**src/rtl/m_clk_div_if.sv**
```systemverilog
// Control/status bundle for the programmable clock divider.
// master: the block requesting the divided clock (drives en/ratio_sel).
// slave : the divider itself (drives the clock and its status).
interface m_clk_div_if #(
  parameter int W = 8
);
  logic         en;
  logic [W-1:0] ratio_sel;
  logic         clk_out;
  logic         period_tick;
  logic         busy;
  logic         ratio_ack;
  logic [W-1:0] active_ratio;

  modport master (
    output en,
    output ratio_sel,
    input  clk_out,
    input  period_tick,
    input  busy,
    input  ratio_ack,
    input  active_ratio
  );

  modport slave (
    input  en,
    input  ratio_sel,
    output clk_out,
    output period_tick,
    output busy,
    output ratio_ack,
    output active_ratio
  );
endinterface

```
**src/rtl/m_clk_div.sv**
```systemverilog
// Programmable integer clock divider. Produces a registered, glitch-free
// divided clock: ratio changes and start/stop are applied only at period
// boundaries, so the downstream clock inverter never sees a runt pulse.
// High phase is ceil(N/2) cycles, low phase floor(N/2) cycles.
module m_clk_div #(
  parameter int W         = 8,
  parameter int DEF_RATIO = 2
) (
  input  logic        clk,
  input  logic        rst_n,
  m_clk_div_if.slave  bus
);

  typedef enum logic {
    IDLE = 1'b0,
    RUN  = 1'b1
  } state_t;

  localparam logic [W-1:0] RATIO_MIN = W'(2);
  localparam logic [W-1:0] ONE_W     = W'(1);
  localparam logic [W:0]   ONE_W1    = (W+1)'(1);

  state_t       state_r;
  logic [W-1:0] cnt_r;
  logic         clk_out_r;
  logic         tick_r;
  logic         busy_r;
  logic         ack_r;
  logic [W-1:0] ratio_r;

  logic [W-1:0] nc_s;         // clamped requested ratio
  logic [W-1:0] last_s;       // count value of the last cycle in a period
  logic [W:0]   cnt_inc_s;    // cnt+1, one bit wider so it never wraps
  logic [W:0]   half_s;       // ceil(A/2); extra bit covers A = 2^W-1
  logic         high_next_s;  // clk_out level for the next mid-period cycle

  // Clamp the requested ratio and derive period-position helpers.
  always_comb begin
    nc_s        = bus.ratio_sel;
    last_s      = ratio_r - ONE_W;
    cnt_inc_s   = {1'b0, cnt_r} + ONE_W1;
    half_s      = ({1'b0, ratio_r} + ONE_W1) >> 1;
    high_next_s = 1'b0;
    if (bus.ratio_sel < RATIO_MIN) begin
      nc_s = RATIO_MIN;
    end else begin
      nc_s = bus.ratio_sel;
    end
    if (cnt_inc_s < half_s) begin
      high_next_s = 1'b1;
    end else begin
      high_next_s = 1'b0;
    end
  end

  // Divider FSM; every output is a flop so clk_out has no combinational path.
  always_ff @(posedge clk or negedge rst_n) begin
    if (!rst_n) begin
      state_r   <= IDLE;
      cnt_r     <= '0;
      clk_out_r <= 1'b0;
      tick_r    <= 1'b0;
      busy_r    <= 1'b0;
      ack_r     <= 1'b0;
      ratio_r   <= W'(DEF_RATIO);
    end else begin
      case (state_r)
        IDLE: begin
          cnt_r <= '0;
          if (bus.en) begin
            // Start: first edge of a fresh period, new ratio always acked.
            state_r   <= RUN;
            clk_out_r <= 1'b1;
            tick_r    <= 1'b1;
            busy_r    <= 1'b1;
            ack_r     <= 1'b1;
            ratio_r   <= nc_s;
          end else begin
            state_r   <= IDLE;
            clk_out_r <= 1'b0;
            tick_r    <= 1'b0;
            busy_r    <= 1'b0;
            ack_r     <= 1'b0;
          end
        end
        RUN: begin
          if (cnt_r != last_s) begin
            // Mid-period: en and ratio_sel are deliberately ignored.
            cnt_r     <= cnt_inc_s[W-1:0];
            clk_out_r <= high_next_s;
            tick_r    <= 1'b0;
            ack_r     <= 1'b0;
          end else if (bus.en) begin
            // Boundary, continue: reload ratio, ack only on a real change.
            cnt_r     <= '0;
            clk_out_r <= 1'b1;
            tick_r    <= 1'b1;
            ratio_r   <= nc_s;
            ack_r     <= (nc_s != ratio_r);
          end else begin
            // Boundary, stop: low phase already complete, ratio kept.
            state_r   <= IDLE;
            cnt_r     <= '0;
            clk_out_r <= 1'b0;
            tick_r    <= 1'b0;
            busy_r    <= 1'b0;
            ack_r     <= 1'b0;
          end
        end
        default: begin
          state_r   <= IDLE;
          cnt_r     <= '0;
          clk_out_r <= 1'b0;
          tick_r    <= 1'b0;
          busy_r    <= 1'b0;
          ack_r     <= 1'b0;
        end
      endcase
    end
  end

  assign bus.clk_out      = clk_out_r;
  assign bus.period_tick  = tick_r;
  assign bus.busy         = busy_r;
  assign bus.ratio_ack    = ack_r;
  assign bus.active_ratio = ratio_r;

endmodule

```
**src/flat_wrapper.sv**
```systemverilog
// flat-port wrapper written by rule: the top's interface ports become plain ports
module m_clk_div_flat 
#(
  parameter int W         = 8,
  parameter int DEF_RATIO = 2
)
  (clk, rst_n, bus_en, bus_ratio_sel, bus_clk_out, bus_period_tick, bus_busy, bus_ratio_ack, bus_active_ratio);
  m_clk_div_if #(.W(W)) bus_i ();
  input  logic clk;
  input  logic rst_n;
  input wire logic [$bits(bus_i.en)-1:0] bus_en;
  input wire logic [$bits(bus_i.ratio_sel)-1:0] bus_ratio_sel;
  output wire logic [$bits(bus_i.clk_out)-1:0] bus_clk_out;
  output wire logic [$bits(bus_i.period_tick)-1:0] bus_period_tick;
  output wire logic [$bits(bus_i.busy)-1:0] bus_busy;
  output wire logic [$bits(bus_i.ratio_ack)-1:0] bus_ratio_ack;
  output wire logic [$bits(bus_i.active_ratio)-1:0] bus_active_ratio;
  assign bus_i.en = bus_en;
  assign bus_i.ratio_sel = bus_ratio_sel;
  assign bus_clk_out = bus_i.clk_out;
  assign bus_period_tick = bus_i.period_tick;
  assign bus_busy = bus_i.busy;
  assign bus_ratio_ack = bus_i.ratio_ack;
  assign bus_active_ratio = bus_i.active_ratio;
  m_clk_div #(.W(W), .DEF_RATIO(DEF_RATIO)) u_core (.clk(clk), .rst_n(rst_n), .bus(bus_i));
endmodule
```
**config.mk**
```make
export PLATFORM = sky130hd
export DESIGN_NAME = m_clk_div_flat
export DESIGN_NICKNAME = d
export VERILOG_FILES = /design/src/rtl/m_clk_div_if.sv /design/src/rtl/m_clk_div.sv /design/src/flat_wrapper.sv
export SDC_FILE = /design/constraint.sdc
export NUM_CORES = 1
export LEC_CHECK = 0
export CAP_MARGIN = 25
export CORE_AREA = 4 4 78 80
export DETAILED_ROUTE_END_ITERATION = 8
export DIE_AREA = 0 0 82 84
export PLACE_DENSITY_LB_ADDON = 0.2
export SLEW_MARGIN = 25
export SYNTH_ARGS = -nofsm -noshare
export SYNTH_HDL_FRONTEND = slang
export SYNTH_SLANG_ARGS = --single-unit
```
**constraint.sdc**
```tcl
create_clock -name clk -period 2.35 [get_ports clk]
set_clock_uncertainty 0.1 [all_clocks]
set_input_delay 0.3525 -clock clk [delete_from_list [all_inputs] [get_ports clk]]
set_output_delay 0.3525 -clock clk [all_outputs]
set_load 0.02 [all_outputs]
```
# Yosys cells after proc, flatten, opt, wreduce, memory -nomap -nowiden
# Cells that the tools add are included.
[op_classes]
reduce_logical = 1
muxes = 20
n_lt_le_gt_ge = 2
eq_ne = 4
add_sub_neg = 3
bitwise = 1
[op_table]
columns = ["op", "n"]
rows = [
  ["$mux W8", 4],
  ["$pmux W8 S2", 2],
  ["$add A8 B1 Y9 const B", 2],
  ["$ne A8 B8 Y1", 2],
  ["$pmux W1 S2", 5],
  ["$lt A9 B8 Y1", 1],
  ["$mux W1", 9],
  ["$lt A8 B2 Y1 const B", 1],
  ["$sub A8 B1 Y8 const B", 1],
  ["$ne A2 B2 Y1 const B", 2],
  ["$reduce_and A2 Y1", 1],
  ["$not A1 Y1", 1],
]
[word_totals]
output_inout_bits = 12
word_cells = 38
register_bits = 21
in_bits = 11

# Logic depth before layout (Yosys ltp)
[depth]
depth_word = 6
ltp_mapped = 9
depth_no_buf = 9

# Least setup slack after synthesis
# Ideal clock, no wire load.
[synth_timing]
path_type = "register to register"
startpoint = "register u_core.ratio_r[0], in the netlist u_core.bus.active_ratio[0]"
endpoint = "register u_core.ratio_r[2], in the netlist u_core.bus.active_ratio[2]"
path_slack_ps = -225
period_less_slack_ps = 2575
t_required_ps = 2125
stages_incl_launch_ff = 10
setup_ps = 125
n_path_buf = 1
arrival_ps = 2350
cell_sequence = "dfrtp_1 inv_1 ha_1 or3b_1 nor3_1 xnor2_1 o41ai_2 nand2_1 buf_6 mux2_4"
[synth_between]
elab_chain_cells = 3
[synth_rtl]
columns = ["item", "line_no", "source"]
rows = [
  ["from (decl)", "m_clk_div.sv:29", "logic [W-1:0] ratio_r;"],
  ["from (signal assigned)", "m_clk_div.sv:65", "ratio_r <= W'(DEF_RATIO);"],
  ["from (signal assigned)", "m_clk_div.sv:77", "ratio_r <= nc_s;"],
  ["from (signal assigned)", "m_clk_div.sv:98", "ratio_r <= nc_s;"],
  ["$sub A8 B1 Y8", "m_clk_div.sv:40", "last_s = ratio_r - ONE_W;"],
  ["$ne A8 B8 Y1", "m_clk_div.sv:87", "if (cnt_r != last_s) begin"],
  ["$ne A2 B2 Y1 (no line)", "n/a", ""],
]
# Every way passes these cells.
# A chain may end at the register's enable or synchronous reset.

# Final worst setup path
[layout_timing]
startpoint = "register u_core.ratio_r[0], in the netlist u_core.bus.active_ratio[0]"
endpoint = "register u_core.ratio_r[3], in the netlist u_core.bus.active_ratio[3]"
# Same word-level chain as after synthesis.

==> results_dict.tcl <==
set metrics [dict create \
    arrival_ns 2.48 \
    diodes 0 \
    max-clock-path-buffers 2 \
    slew_violations 0 \
    post_route_cells_drive_above_1_share_pct 30.61 \
    postCtsHoldBufs 0 \
    status "finished with violations" \
    grt-ovfl-total 0 \
    drv_cap 0 \
    rsz0062_at_grt "true" \
    synth_warnings 0 \
    synth-simple-area-share_pct 18.18 \
    synthAdderAreaFrac_pct 7.974 \
    place_congestion 0.7913 \
    period_minus_slack_ns 2.417 \
    track_usage_pct 12.17 \
    max_slew_margin_pct 70.87 \
    synthXorXnorAreaFrac_pct 16.19 \
    postRouteAntennaNets 0 \
    die_x_um 82 \
    grt_pass1_vias 1346 \
    routed-via-count 1224 \
    dp.final_hpwl_mm 2.784 \
    ioPinCount 23 \
    first_pass_iters 4 \
    clk-insertion-delay-late_ns 0.27 \
    worst_slack_ns -0.06738 \
    cts.clk_slew.worst_paths_ns 0.08 \
    area_growth_pct 34.77 \
    cts_buffers 3 \
    clock_tree.root_cell "clkbuf_8" \
    p_total_mw 2.919 \
    initial_core_util_pct 29.03 \
    worstSetupStartpointType "flip-flop" \
    synthCells 152 \
    cp.required_ns 2.41 \
    synth.area.mux_share_pct 7.097 \
    setup_viol 9 \
    drt_iter0_drc 63 \
    cts_tree "built" \
    fin_cells 268 \
    worst-path-max-fanout 5 \
    yosys_register_bits 21 \
    drt-vias-per-instance 4.567 \
    rows 27 \
    nets 218 \
    fin_area_um2 2115 \
    drcViolationCount 0 \
    fill_cells 549 \
    timing.final.crit_share_pct 102.9 \
    min_path_type "in2async" \
    p_per_area_nw_per_um2 1381 \
    synth_top_family_by_area "simple AND/OR/NAND/NOR gates" \
    critPathKind "reg2reg" \
    crit_path_end_kind "flip-flop" \
    synth_cell_type_count 42 \
    die_area_um2 6888 \
    worst_slew_pin_slew_ns 0.4330 \
    die_h_um 84 \
    syn-num-nets 173 \
    hold_violations 0 \
    routedWlPerCell_um 13.90 \
    htreeDepth 1 \
    p_leak_nw 0.9137 \
    portBuffers 22 \
    violations "setup timing" \
    grt_max_degree 22 \
    grt_pass1_wl_mm 6.541 \
    synth_compound_area_share_pct 8.772 \
    coreArea_um2 5405 \
    numClockSinks 21 \
    avgSynthCellArea_um2 10.32 \
    synth_area_um2 1569 \
    place_inst 258 \
    finalWirelength_mm 3.726 \
    dpl_cell_area_um2 1942 \
    ys_seq_area_share_pct 33.57 \
    ir_worst_vdd_mv 0.5910 \
    antenna_found_initial 0 \
    max_clock_freq_mhz 413.7 \
]
## state kept, by name, indices dropped and copies added, names as in the netlist
register	count
u_core.state_r	1
u_core.bus.busy	1
u_core.cnt_r	8
u_core.bus.clk_out	1
u_core.bus.period_tick	1
u_core.bus.ratio_ack	1
u_core.bus.active_ratio	8
## metal layers
metal | GRT usage, % | share of wire, % | wire length [um] | vias to the layer above
met5 | 0 | 0 | 0 | -
met4 | 4.834 | 2.0 | 74 | 0
met3 | 2.160 | 2.8 | 106 | 7
met2 | 19.84 | 49 | 1818 | 21
met1 | 15.57 | 46 | 1726 | 587
li1 | - | - | - | 609
## path summary, 6_finish.rpt
| check | slack (ns) | depth (start not counted) | end | start |
|---|---|---|---|---|
| setup / recovery | -0.07 | 9 | u_core.bus.active_ratio[3]$_DFFE_PN0P_ | u_core.bus.active_ratio[0]$_DFFE_PN0P_ |
| hold / removal | 0.32 | 2 | u_core.bus.period_tick$_DFF_PN0_ | rst_n |
| setup reg to reg | -0.07 | 9 | u_core.bus.active_ratio[3]$_DFFE_PN0P_ | u_core.bus.active_ratio[0]$_DFFE_PN0P_ |
| hold reg to reg | 0.45 | 1 | u_core.bus.busy$_DFFE_PN0P_ | u_core.state_r$_DFF_PN0_ |
| max in group asynchronous | 1.55 | 2 | u_core.bus.active_ratio[1]$_DFFE_PN1P_ | rst_n |
| min in group clk | 0.45 | 1 | u_core.bus.busy$_DFFE_PN0P_ | u_core.state_r$_DFF_PN0_ |
## placed cells by master (no fill, tap or decap), types with 3 or more instances in the layout
| cell | count |
|---|---|
| buf_4 | 24 |
| clkdlybuf4s50_1 | 22 |
| dfrtp_1 | 18 |
| xnor2_1 | 17 |
| xor2_1 | 12 |
| nand3_1 | 10 |
| nor2_1 | 9 |
| ha_1 | 8 |
| inv_1 | 6 |
| mux2_4 | 6 |
| nand2_1 | 5 |
| nor2b_1 | 5 |
| nand2b_1 | 4 |
| clkbuf_8 | 3 |
| buf_6 | 3 |
## kinds of logic after synthesis
logic type               after synthesis
flip-flops                            21
multiplexers                           8
AO/OA/AOI/OAI                         17
XOR/XNOR                              29
buffers and inverters                 16
adder cells (fa/ha/maj)               10
AND/OR/NAND/NOR                       51
## final cells by class
type	instances	area [um2]	area share, %
Multi-Input combinational cell	115	988.4	46.75
Sequential cell	21	529.3	25.03
Timing Repair Buffer	49	434.2	20.53
Tap cell	72	90.09	4.260
Clock buffer	3	41.29	1.953
Inverter	7	26.28	1.243
Clock inverter	1	5.005	0.2367
## stage by stage
| stage | hold WS [ns] | util [%] | setup TNS, ns | worst slack, ns |
|---|---|---|---|---|
| floorplan | -0.04309 | - | -0.8668 | -0.1342 |
| global placement | 0.4178 | 35.93 | -0.9950 | -0.1238 |
| detailed placement | 0.4481 | 35.93 | -1.113 | -0.1387 |
| CTS | 0.3303 | 38.36 | -0.7143 | -0.09653 |
| global route | 0.3661 | 39.12 | -1.909 | -0.2042 |
| finish | 0.3247 | 39.12 | -0.4853 | -0.06738 |
## timing repair
action,CTS,global route
resized for setup,13,5
pin swaps,6,2
endpoints found under the setup margin,11,13
setup buffers,3,3
## cell usage after synthesis (all sizes together)
master	instances	area share, %
a21boi	2	0.96
a21o	1	0.56
dfstp	1	1.7
nor4	3	1.2
nand3b	1	0.48
o221a	1	0.72
or4	1	0.72
or2b	2	1.0
a2111oi	1	0.96
o211ai	1	0.48
dfrtp	20	32
buf	3	1.9
and2b	1	0.48
o21ai	4	1.3
nand2	5	1.2
inv	7	1.7
o2111ai	1	0.56
xnor2	17	9.5
mux2i	1	0.64
o41ai	1	1.0
nand3	10	3.2
nor2b	5	2.0
a32oi	1	0.56
nor3	3	0.96
and2	1	0.48
mux2	7	6.5
ha	10	8.0
a21oi	2	0.64
nand2b	4	1.6
nand4	2	0.80
clkbuf	6	4.6
or3b	2	1.1
xor2	12	6.7
o211a	1	0.64
and3	2	0.80
nor2	9	2.2
a31oi	1	0.40
## worst max-delay path, stage by stage (launching register included)
cell and delay (ns):
dfrtp_2 0.43, inv_2 0.09, ha_4 0.13, or3b_4 0.38, nor3_2 0.13, xnor2_1 0.10
o41ai_2 0.35, nand2_1 0.15, buf_6 0.16, mux2_4 0.29
## power breakdown
part / leakage (nW) / switching [mW] / internal (mW)
registers: 0.251 / 0.204 / 0.522
logic: 0.637 / 0.904 / 1.04
clock network: 0.0255 / 0.135 / 0.119
total: 0.914 / 1.24 / 1.68
No activity file was read; power rests on OpenSTA's default activity.
